==> src/rtl/demux_latch.sv <==
// One-to-eight registered distributor: latches a bus value into the slot picked by s and flags it valid until acked.
// Latency: 1 cycle from accepted transfer to visible d_k/vld[k]; in_ready is combinational from vld, s and ack.
// Backpressure: in_ready drops while the addressed slot is full and not being acked this cycle; stalled cycles are counted.
module demux_latch #(
   parameter int width = 3,
   parameter int DW    = 32
) (
   input  logic             clk,
   input  logic             rst_n,
   input  logic             in_valid,
   output logic             in_ready,
   input  logic [width-1:0] s,
   input  logic [DW-1:0]    data_i,
   output logic [DW-1:0]    d0,
   output logic [DW-1:0]    d1,
   output logic [DW-1:0]    d2,
   output logic [DW-1:0]    d3,
   output logic [DW-1:0]    d4,
   output logic [DW-1:0]    d5,
   output logic [DW-1:0]    d6,
   output logic [DW-1:0]    d7,
   output logic [7:0]       vld,
   input  logic [7:0]       ack,
   output logic [7:0]       stall_cnt
);

   // Slots at or above NSLOT cannot be addressed and stay empty forever.
   localparam int NSLOT = 1 << width;

   typedef enum logic {
      EMPTY = 1'b0,
      FULL  = 1'b1
   } slot_state_t;

   slot_state_t   state_q [8];
   slot_state_t   state_d [8];
   logic [DW-1:0] data_q  [8];
   logic [2:0]    sel;
   logic [7:0]    wr;
   logic          accept;
   logic          stall;

   assign sel = 3'(s);

   // Valid flags are a direct decode of the per-slot state.
   always_comb begin
      vld = '0;
      for (int k = 0; k < 8; k++) begin
         vld[k] = (state_q[k] == FULL);
      end
   end

   // An ack on the addressed slot frees it in the same cycle, so a full slot can be refilled without a bubble.
   assign in_ready = ~vld[sel] | ack[sel];
   assign accept   = in_valid & in_ready;
   assign stall    = in_valid & ~in_ready;

   // One-hot write strobe for the addressed slot on an accepted transfer.
   always_comb begin
      wr = '0;
      for (int k = 0; k < 8; k++) begin
         if (accept && (sel == 3'(k)) && (k < NSLOT)) begin
            wr[k] = 1'b1;
         end
      end
   end

   // Per-slot next state: write fills, ack without a write empties, empty slots ignore ack.
   always_comb begin
      for (int k = 0; k < 8; k++) begin
         state_d[k] = state_q[k];
         case (state_q[k])
            EMPTY: if (wr[k]) state_d[k] = FULL;
            FULL:  if (ack[k] && !wr[k]) state_d[k] = EMPTY;
            default: state_d[k] = EMPTY;
         endcase
         if (k >= NSLOT) begin
            state_d[k] = EMPTY;
         end
      end
   end

   // Slot state register; reset discards any held data.
   always_ff @(posedge clk or negedge rst_n) begin
      if (!rst_n) begin
         for (int k = 0; k < 8; k++) begin
            state_q[k] <= EMPTY;
         end
      end else begin
         for (int k = 0; k < 8; k++) begin
            state_q[k] <= state_d[k];
         end
      end
   end

   // Holding registers load only on their own write strobe and keep their value after consumption.
   always_ff @(posedge clk or negedge rst_n) begin
      if (!rst_n) begin
         for (int k = 0; k < 8; k++) begin
            data_q[k] <= '0;
         end
      end else begin
         for (int k = 0; k < 8; k++) begin
            if (wr[k]) begin
               data_q[k] <= data_i;
            end
         end
      end
   end

   // Saturating debug counter of cycles where the producer was held off.
   always_ff @(posedge clk or negedge rst_n) begin
      if (!rst_n) begin
         stall_cnt <= '0;
      end else if (stall && (stall_cnt != 8'hFF)) begin
         stall_cnt <= stall_cnt + 8'd1;
      end
   end

   assign d0 = data_q[0];
   assign d1 = data_q[1];
   assign d2 = data_q[2];
   assign d3 = data_q[3];
   assign d4 = data_q[4];
   assign d5 = data_q[5];
   assign d6 = data_q[6];
   assign d7 = data_q[7];

endmodule

==> config.mk <==
export PLATFORM = sky130hd
export DESIGN_NAME = demux_latch
export DESIGN_NICKNAME = d
export VERILOG_FILES = /design/src/rtl/demux_latch.sv
export SDC_FILE = /design/constraint.sdc
export NUM_CORES = 1
export LEC_CHECK = 0
export BUFFER_PORTS_ARGS = -buffer_cell sky130_fd_sc_hd__buf_2
export CAP_MARGIN = 10
export CORE_ASPECT_RATIO = 0.5
export CORE_UTILIZATION = 29
export CTS_CLUSTER_DIAMETER = 40
export CTS_CLUSTER_SIZE = 24
export DETAILED_ROUTE_END_ITERATION = 8
export GPL_TIMING_DRIVEN = 1
export PLACE_DENSITY = 0.59
export SKIP_LAST_GASP = 1
export SLEW_MARGIN = 15
export SYNTH_ARGS = -nofsm -noshare
export SYNTH_HDL_FRONTEND = slang
export SYNTH_SLANG_ARGS = --single-unit
export TNS_END_PERCENT = 50
==> constraint.sdc <==
create_clock -name clk -period 2.9 [get_ports clk]
set_input_delay 0.29 -clock clk [delete_from_list [all_inputs] [get_ports clk]]
set_output_delay 0.29 -clock clk [all_outputs]
set_load 0.01 [all_outputs]
==> results by group, run 1 <==
Detailed routing
  – Avg WL per Cell: 20.7 um
  – Routed WL: 30.3 mm
  – Vias post-DR: 6560
  – Via-to-Cell Ratio: 4.47
  – Detailed router's first-iteration violation count: 231
  – First-pass DRT Iterations: 4
  – Drt drc: 0
  – ANT nets after route: 0

Place
  – Detailed Place HPWL: 20.7 mm
  – Number of port buffers: 318
  – Placed cells: 1405
  – Gpl congestion: 0.847
  – Worst slack, placed: 920 ps

Clocking
  – Setup bufs post-CTS: 0
  – CTS tree: done
  – # clock sinks: 272
  – Clock transition at path regs: 60 ps
  – CTS root buf: clkbuf_16
  – Clock Latency Late Sink: 510 ps
  – CTS resizes: 0
  – Total CTS buffers: 34
  – Max clock buf depth: 3
  – H-tree Lvls: 2

Cells and area
  – Most frequent cells in the layout: 317 x buf_2, 272 x dfrtp_1, 217 x mux2_2, 37 x clkbuf_16, 30 x mux2_4
  – Diode count: 0
  – Most common cell after layout, fill and taps aside: buf_2
  – Non-Filler Instances: 1466
  – Number of fill cells: 3364
  – Core Util, Final: 39.7%
  – Final nets: 1014
  – Area grow syn2layout: 32.1%
  – Share of cells above drive strength 1: 65.8%

Die
  – Rows: 48
  – Starting Density: 30.0%
  – # IOs: 319
  – Die Area: 37300 um2
  – Die Wd: 272 um
  – Die Ht: 137 um
  – Core area: 35200 um2

Timing
  – Setup TNS: 0 ps
  – Tmin final: 2080 ps
  – Tcrit/Tclk final: 71.7%
  – Hold Vio Cnt, Final: 0
  – Clock skew: 23.5 ps
  – Max-slew headroom: 55.2%
  – RSZ-0062 raised after global routing: false
  – Endpoints failing setup: 0
  – Fin worst setup slack: 821 ps
  – Worst Max-Slew Pin Slew: 672 ps
  – Final Max Tran Viols: 0
  – Maximum clock frequency: 481 MHz
  – WHS: 88.7 ps

Synth
  – Post-synth top area share: 64.4%
  – Post-synth cell types: 36
  – Register area share after synthesis: 64.4%
  – Mapped Avg Cell Area: 16.7 um2
  – Top post-synthesis cells by area: dfrtp_1 64%, mux2_2 23%, mux2_4 4.3%
  – Asr flop ratio synth: 100%
  – Mapped Nets: 678
  – Yosys top cell by area: dfrtp_1
  – Top_reg_cell synth: dfrtp_1
  – Post-Syn Instances: 631
  – EDFF count, synth: 0
  – Yosys warning count: 0
  – #FFs+latches synth: 272
  – Cell area after synthesis: 10600 um2

GRT
  – Initial antenna violation count: 0
  – Total Routing Usage GR: 15.9%
  – Pin count of the biggest net entering global routing: 74
  – First-pass GRT wire length: 44.6 mm
  – Vias in the first global route: 6958
  – Total congestion overflow: 0

Critical path
  – CP Data Required Time: 2610 ps
  – CP Max Fanout: 3
  – CP Capture Type: output pin
  – Cells along the critical path: nor4bb_4 -> nor4_1 -> mux2_2 -> buf_2
  – Largest stage delay on the critical path: 400 ps
  – Critical Path Slowest Stage Cell: dfrtp_1
  – Worst path arrival time: 1790 ps
  – Kind of critical path: reg -> out
  – Buffers plus inverters on the worst setup path: 1
  – Worst path top cell family by delay: simple AND/OR/NAND/NOR gates
  – Critical Path Start Type: flop

Run
  – MaxCap Viol Count: 0

Status
  – Status: finished clean

Pwr
  – Power Dens Cells: 859 nW/um2
  – Max VDD drop: 0.000367 V
  – Leakage: 6.71 nW

Min path
  – Hold Path Class: in -> reg
==> state kept, by name (all words and copies together) (netlist names) <==
| signal | flops |
|---|---|
| d1 | 32 |
| stall_cnt | 8 |
| d6 | 32 |
| d5 | 32 |
| d7 | 32 |
| vld | 8 |
| d0 | 32 |
| d4 | 32 |
| d3 | 32 |
| d2 | 32 |
==> layout make-up <==
cell class              count  area [um2]  share of cell area [%]
clock buffers              44         992                    7.11
clock inverters            16         186                    1.34
inverters                   4        15.0                   0.108
multi-input cells         323        3580                    25.6
flip-flops and latches    272        6810                    48.8
well taps                 475         594                    4.26
repair buffers            332        1780                    12.8
==> metal layers <==
layer  vias up  GRT usage (%)  wire length, um
met5         -              0                0
met4         0           5.34              699
met3        49           3.00              903
met2       104           28.5            16400
met1      3472           19.4            12400
li1       2935              -                -
==> stage by stage <==
step / power [mW] / cell area (um2)
detailed placement: 7.76 / 12800
CTS: 12.2 / 14000
global placement: 7.68 / 12800
finish: 12.0 / 14000
global route: 12.5 / 14000
floorplan: 6.34 / 10600
==> worst paths after layout <==
kind,startpoint,to,slack [ps],cells past startpoint
max,vld[6]$_DFF_PN0_,in_ready,820,4
min,ack[3],vld[3]$_DFF_PN0_,90,3
max reg2reg,vld[3]$_DFF_PN0_,stall_cnt[1]$_DFFE_PN0P_,1080,4
min reg2reg,d6[7]$_DFFE_PN0P_,d6[7]$_DFFE_PN0P_,480,1
max in group asynchronous,rst_n,d0[11]$_DFFE_PN0P_,1710,3
min in group asynchronous,rst_n,stall_cnt[0]$_DFFE_PN0P_,350,2
==> report_power, final <==
| part | internal, mW | leakage [nW] | total, mW | switching (mW) |
|---|---|---|---|---|
| Sequential | 4.62 | 3.29 | 5.06 | 0.442 |
| Combinational | 1.26 | 2.85 | 2.58 | 1.31 |
| Clock | 2.64 | 0.571 | 4.35 | 1.71 |
==> cell families (layout without fill, tap and decap cells) <==
| kind of cell | count (synthesis) | after routing | share of synthesized area, % |
|---|---|---|---|
| XOR/XNOR | 7 | 7 | 0.580 |
| buffers and inverters | 36 | 396 | 1.98 |
| flip-flops | 272 | 272 | 64.4 |
| AND/OR/NAND/NOR | 46 | 46 | 3.14 |
| adder cells (fa/ha/maj) | 1 | 1 | 0.118 |
| multiplexers | 258 | 258 | 28.6 |
| AO/OA/AOI/OAI | 11 | 11 | 1.23 |
==> cells in the mapped netlist, types with 2 or more instances <==
cell type    n
a211oi_1     4
and3_1       2
and4_1       2
and4bb_1     2
buf_2       20
buf_4        3
buf_6        5
clkbuf_1     4
dfrtp_1    272
inv_1        4
mux2_1      11
mux2_2     217
mux2_4      30
nand2_1     10
nand2b_1     7
nand3_1      7
nor2_1       3
nor2b_1      2
nor4_1       2
o41ai_4      2
xor2_1       7
==> repair_timing <==
action	4_1_cts	5_1_grt
hold endpoints to repair	64	0
endpoints found under the setup margin	0	0
hold buffers	1	0
==> worst min-delay path: stages <==
cell and delay (ps):
buf_2 110, inv_1 40, a21o_1 110
Power figures use the tool's default switching activity.
==> inputs of run 2 (changes only) <==
--- a/config.mk
+++ b/config.mk
@@ -5,6 +5,7 @@
 export SDC_FILE = /design/constraint.sdc
 export NUM_CORES = 1
 export LEC_CHECK = 0
+export ABC_AREA = 1
 export BUFFER_PORTS_ARGS = -buffer_cell sky130_fd_sc_hd__buf_2
 export CAP_MARGIN = 10
 export CORE_ASPECT_RATIO = 0.5
==> constraint.sdc (replaced) <==
create_clock -name clk -period 2.2 [get_ports clk]
set_input_delay 0.22 -clock clk [delete_from_list [all_inputs] [get_ports clk]]
set_output_delay 0.22 -clock clk [all_outputs]
set_load 0.01 [all_outputs]
==> run 2 against run 1 <==
  * Core utilization shrank 1.0 points
  * Routed wire length grew 33%
  * Hold slack lost 51 ps
  * Clock power grew 38%
  * Via count grew 51%
  * First-iteration DRC count grew to 3.0 times the previous value
  * Synthesized cell count grew 100%
  * Largest cell class unchanged
==> results by group, run 2 <==
Status
  – Status: finished clean

Min path
  – Hold-critical path depth: 3 (unchanged)
  – Hold Startpoint: data_i[13]
  – Worst Hold End: d6[13]$_DFFE_PN0P_
  – Hold Path Class: in -> reg

Cells and area
  – Area grow syn2layout: 29.4%
  – Most frequent cells in the layout: 556 x nand2_1, 317 x buf_2, 272 x dfrtp_1, 269 x nand3_1, 37 x clkbuf_16
  – Core Util, Final: 38.6% (-1.0 points)
  – Number of fill cells: 3904 (+16%)
  – Area of the multi-input gates: 3800 um2 (+6.2%)
  – Sequential cell area: 6810 um2 (unchanged)
  – Final nets: 1614 (+59%)
  – Most common cell after layout, fill and taps aside: nand2_1
  – Share of cells above drive strength 1: 27.4% (-38 points)

Timing
  – Worst Max-Slew Pin Slew: 492 ps (-180 ps)
  – RSZ-0062 raised after global routing: false
  – Max-slew headroom: 67.2% (+12 points)
  – Clock skew: 13.9 ps (-9.56 ps)
  – Hold Vio Cnt, Final: 0 (unchanged)
  – Final Max Tran Viols: 0 (unchanged)
  – Maximum clock frequency: 494 MHz
  – Tmin final: 2020 ps
  – Endpoints failing setup: 0 (unchanged)
  – Tcrit/Tclk final: 92.0%
  – Setup TNS: 0 ps (unchanged)

Detailed routing
  – First-pass DRT Iterations: 5 (+1)
  – Drt drc: 0 (unchanged)
  – Vias post-DR: 9879 (+51%)
  – Routed WL: 40.5 mm (+33%)
  – ANT nets after route: 0 (unchanged)
  – Detailed router's first-iteration violation count: 685 (+200%)
  – Avg WL per Cell: 19.2 um (-7.5%)
  – Via-to-Cell Ratio: 4.68 (+4.5%)

Critical path
  – Critical Path Start Type: primary input
  – CP Capture Type: output pin
  – Worst reg2reg endpoint: d0[9]$_DFFE_PN0P_
  – Kind of critical path: in -> out
  – RR Startpoint: vld[2]$_DFF_PN0_
  – Most used cell along the critical path: buf_2
  – Critical Path Slowest Stage Cell: dlygate4sd3_1
  – Cells along the critical path: dlygate4sd3_1 -> buf_2 -> nand3_1 -> nand2_1 -> nor2_1 -> nand3_2 -> nand2_4 -> inv_1 -> buf_2
  – CP Data Required Time: 1980 ps (-630 ps)
  – R2R Setup Slk: 320 ps (-760 ps)
  – R2r worst-path depth: 10 (+6)
  – Worst path arrival time: 1800 ps (about the same)
  – Largest stage delay on the critical path: 560 ps (+160 ps)
  – CP Max Fanout: 9 (+6)

Synth
  – Cell area after synthesis: 11300 um2 (+7.2%)
  – Mapped Avg Cell Area: 8.90 um2 (-47%)
  – Largest family of logic cells by synthesized area: simple AND/OR/NAND/NOR gates
  – Post-synth cell types: 25 (-31%)
  – Most frequent cell after synthesis: nand2_1
  – Synth Area in Compound Gates: 0.497% (-0.73 points)
  – Post-Synth Simple-Gate Area: 32.0% (+29 points)
  – Post-synthesis mux area share: 0% (-29 points)
  – Top post-synthesis cells by area: dfrtp_1 60%, nand2_1 18%, nand3_1 12%
  – Yosys top cell by area: dfrtp_1
  – Register area share after synthesis: 60.1% (-4.3 points)
  – Top_reg_cell synth: dfrtp_1
  – Adder-Cell Fraction of Synth Area: 0.110% (-0.0079 points)
  – Post-synth top cells: 556 x nand2_1, 272 x dfrtp_1, 269 x nand3_1, 32 x clkbuf_2, 27 x buf_2
  – Post-Syn Instances: 1273 (+100%)
  – Mapped Nets: 1320 (+95%)
  – Post-synth top area share: 60.1% (-4.3 points)
  – #FFs+latches synth: 272 (unchanged)
  – Yosys warning count: 0 (unchanged)
  – Asr flop ratio synth: 100% (unchanged)
  – Xor and xnor fraction of the mapped netlist area: 0.464% (-0.12 points)
  – EDFF count, synth: 0 (unchanged)

Pwr
  – Psw: 5.14 mW (+48%)
  – Leakage: 8.14 nW (+21%)
  – Clock group share of total power: 36.8% (+0.5 points)
  – P_int: 11.2 mW (+31%)
  – Flop pwr share: 41.2% (-1.0 points)
  – Max VDD drop: 0.000477 V (+30%)
  – Power Dens Cells: 1110 nW/um2 (+30%)
  – Logic pwr share: 22.0% (+0.5 points)
  – Net Sw Frac: 31.5% (+2.6 points)

Die
  – Core area: 37900 um2 (+7.7%)
  – Die Area: 39900 um2 (+7.1%)
  – # IOs: 319 (unchanged)
  – Die Wd: 281 um (+3.5%)
  – Starting Density: 29.9% (-0.16 points)
  – Die Ht: 142 um (+3.5%)
  – Rows: 50 (+4.2%)

Place
  – Detailed Place HPWL: 27.3 mm (+32%)
  – Gpl congestion: 0.877 (+3.6%)
  – Number of port buffers: 318 (unchanged)

GRT
  – Initial antenna violation count: 1 (+1)
  – Total Routing Usage GR: 19.9% (+4.0 points)
  – Total congestion overflow: 0 (unchanged)
  – First-pass GRT wire length: 60.1 mm (+35%)
  – Pin count of the biggest net entering global routing: 103 (+39%)
  – Vias in the first global route: 9608 (+38%)

Clocking
  – Clock Latency Late Sink: 520 ps (about the same)
  – Max clock buf depth: 3 (unchanged)
  – H-tree Lvls: 2 (unchanged)
  – CTS resizes: 0 (unchanged)
  – Setup bufs post-CTS: 0 (unchanged)
  – Clock transition at path regs: 60 ps (about the same)
  – Total CTS buffers: 34 (unchanged)
  – # clock sinks: 272 (unchanged)
  – CTS tree: done
  – CTS root buf: clkbuf_16

Run
  – MaxCap Viol Count: 0 (unchanged)
## run 2: cells by family (layout without fill, tap and decap cells)
| group | count (synthesis) | after routing |
|---|---|---|
| compound gates | 11 | 11 |
| simple gates | 855 | 855 |
| fa+ha+maj | 1 | 1 |
| buf+inv | 128 | 447 |
| xor+xnor | 6 | 6 |
| flops | 272 | 272 |
| other cells | 0 | 1 |
## run 2: final cells by class
cell class              instances  area share, %
inverters                      16          0.427
diodes                          1         0.0171
clock buffers                  46           6.96
multi-input cells             873           25.9
flip-flops and latches        272           46.5
clock inverters                15           1.40
well taps                     520           4.44
repair buffers                370           14.3
## run 2: stage by stage
step	hold slack [ps]	instances	setup WS (ps)	power, mW	cell area [um2]
floorplan	-75.6	1273	600	8.53	11300
global placement	186	2042	173	10.4	13300
detailed placement	181	2042	130	10.4	13300
CTS	14.1	2112	173	16.5	14600
global route	31.7	2113	39.2	17.1	14700
finish	38.1	2113	177	16.3	14700
## run 2: repair_timing
action,4_1_cts,5_1_grt
hold buffers,9,0
endpoints found under the hold margin,54,0
setup endpoints to repair,0,0
## run 2: worst max-delay path by stage
stage,startpoint,endpoint,slack (ps),cells past startpoint
2_1_floorplan,stall_cnt[0]$_DFFE_PN0P_,stall_cnt[5]$_DFFE_PN0P_,600,8
3_3_place_gp,s[0],d0[9]$_DFFE_PN0P_,170,11
3_5_place_dp,s[0],d0[9]$_DFFE_PN0P_,130,11
4_1_cts,ack[2],in_ready,170,9
5_1_grt,vld[2]$_DFF_PN0_,in_ready,40,8
6_report,ack[3],in_ready,180,9
## run 2: routing by layer
metal	wire, um	track usage (%)	part of all wire (%)
met5	0	0	0
met3	1890	3.79	4.7
met2	20400	34.0	51
met4	1230	7.27	3.0
met1	16900	25.1	42
## run 2: power groups by stage
stage	clock (mW)	combinational, mW	sequential [mW]
6_report	6.01	3.59	6.73
3_5_place_dp	0	3.63	6.78
3_3_place_gp	0	3.57	6.79
4_1_cts	6.11	3.65	6.72
5_1_grt	6.31	3.93	6.85
2_1_floorplan	0	1.26	7.26
## run 2: worst max-delay path, delay by kind of cell
family | cells | cell delay [ps]
buffers and inverters | 4 | 920
AND/OR/NAND/NOR | 5 | 650
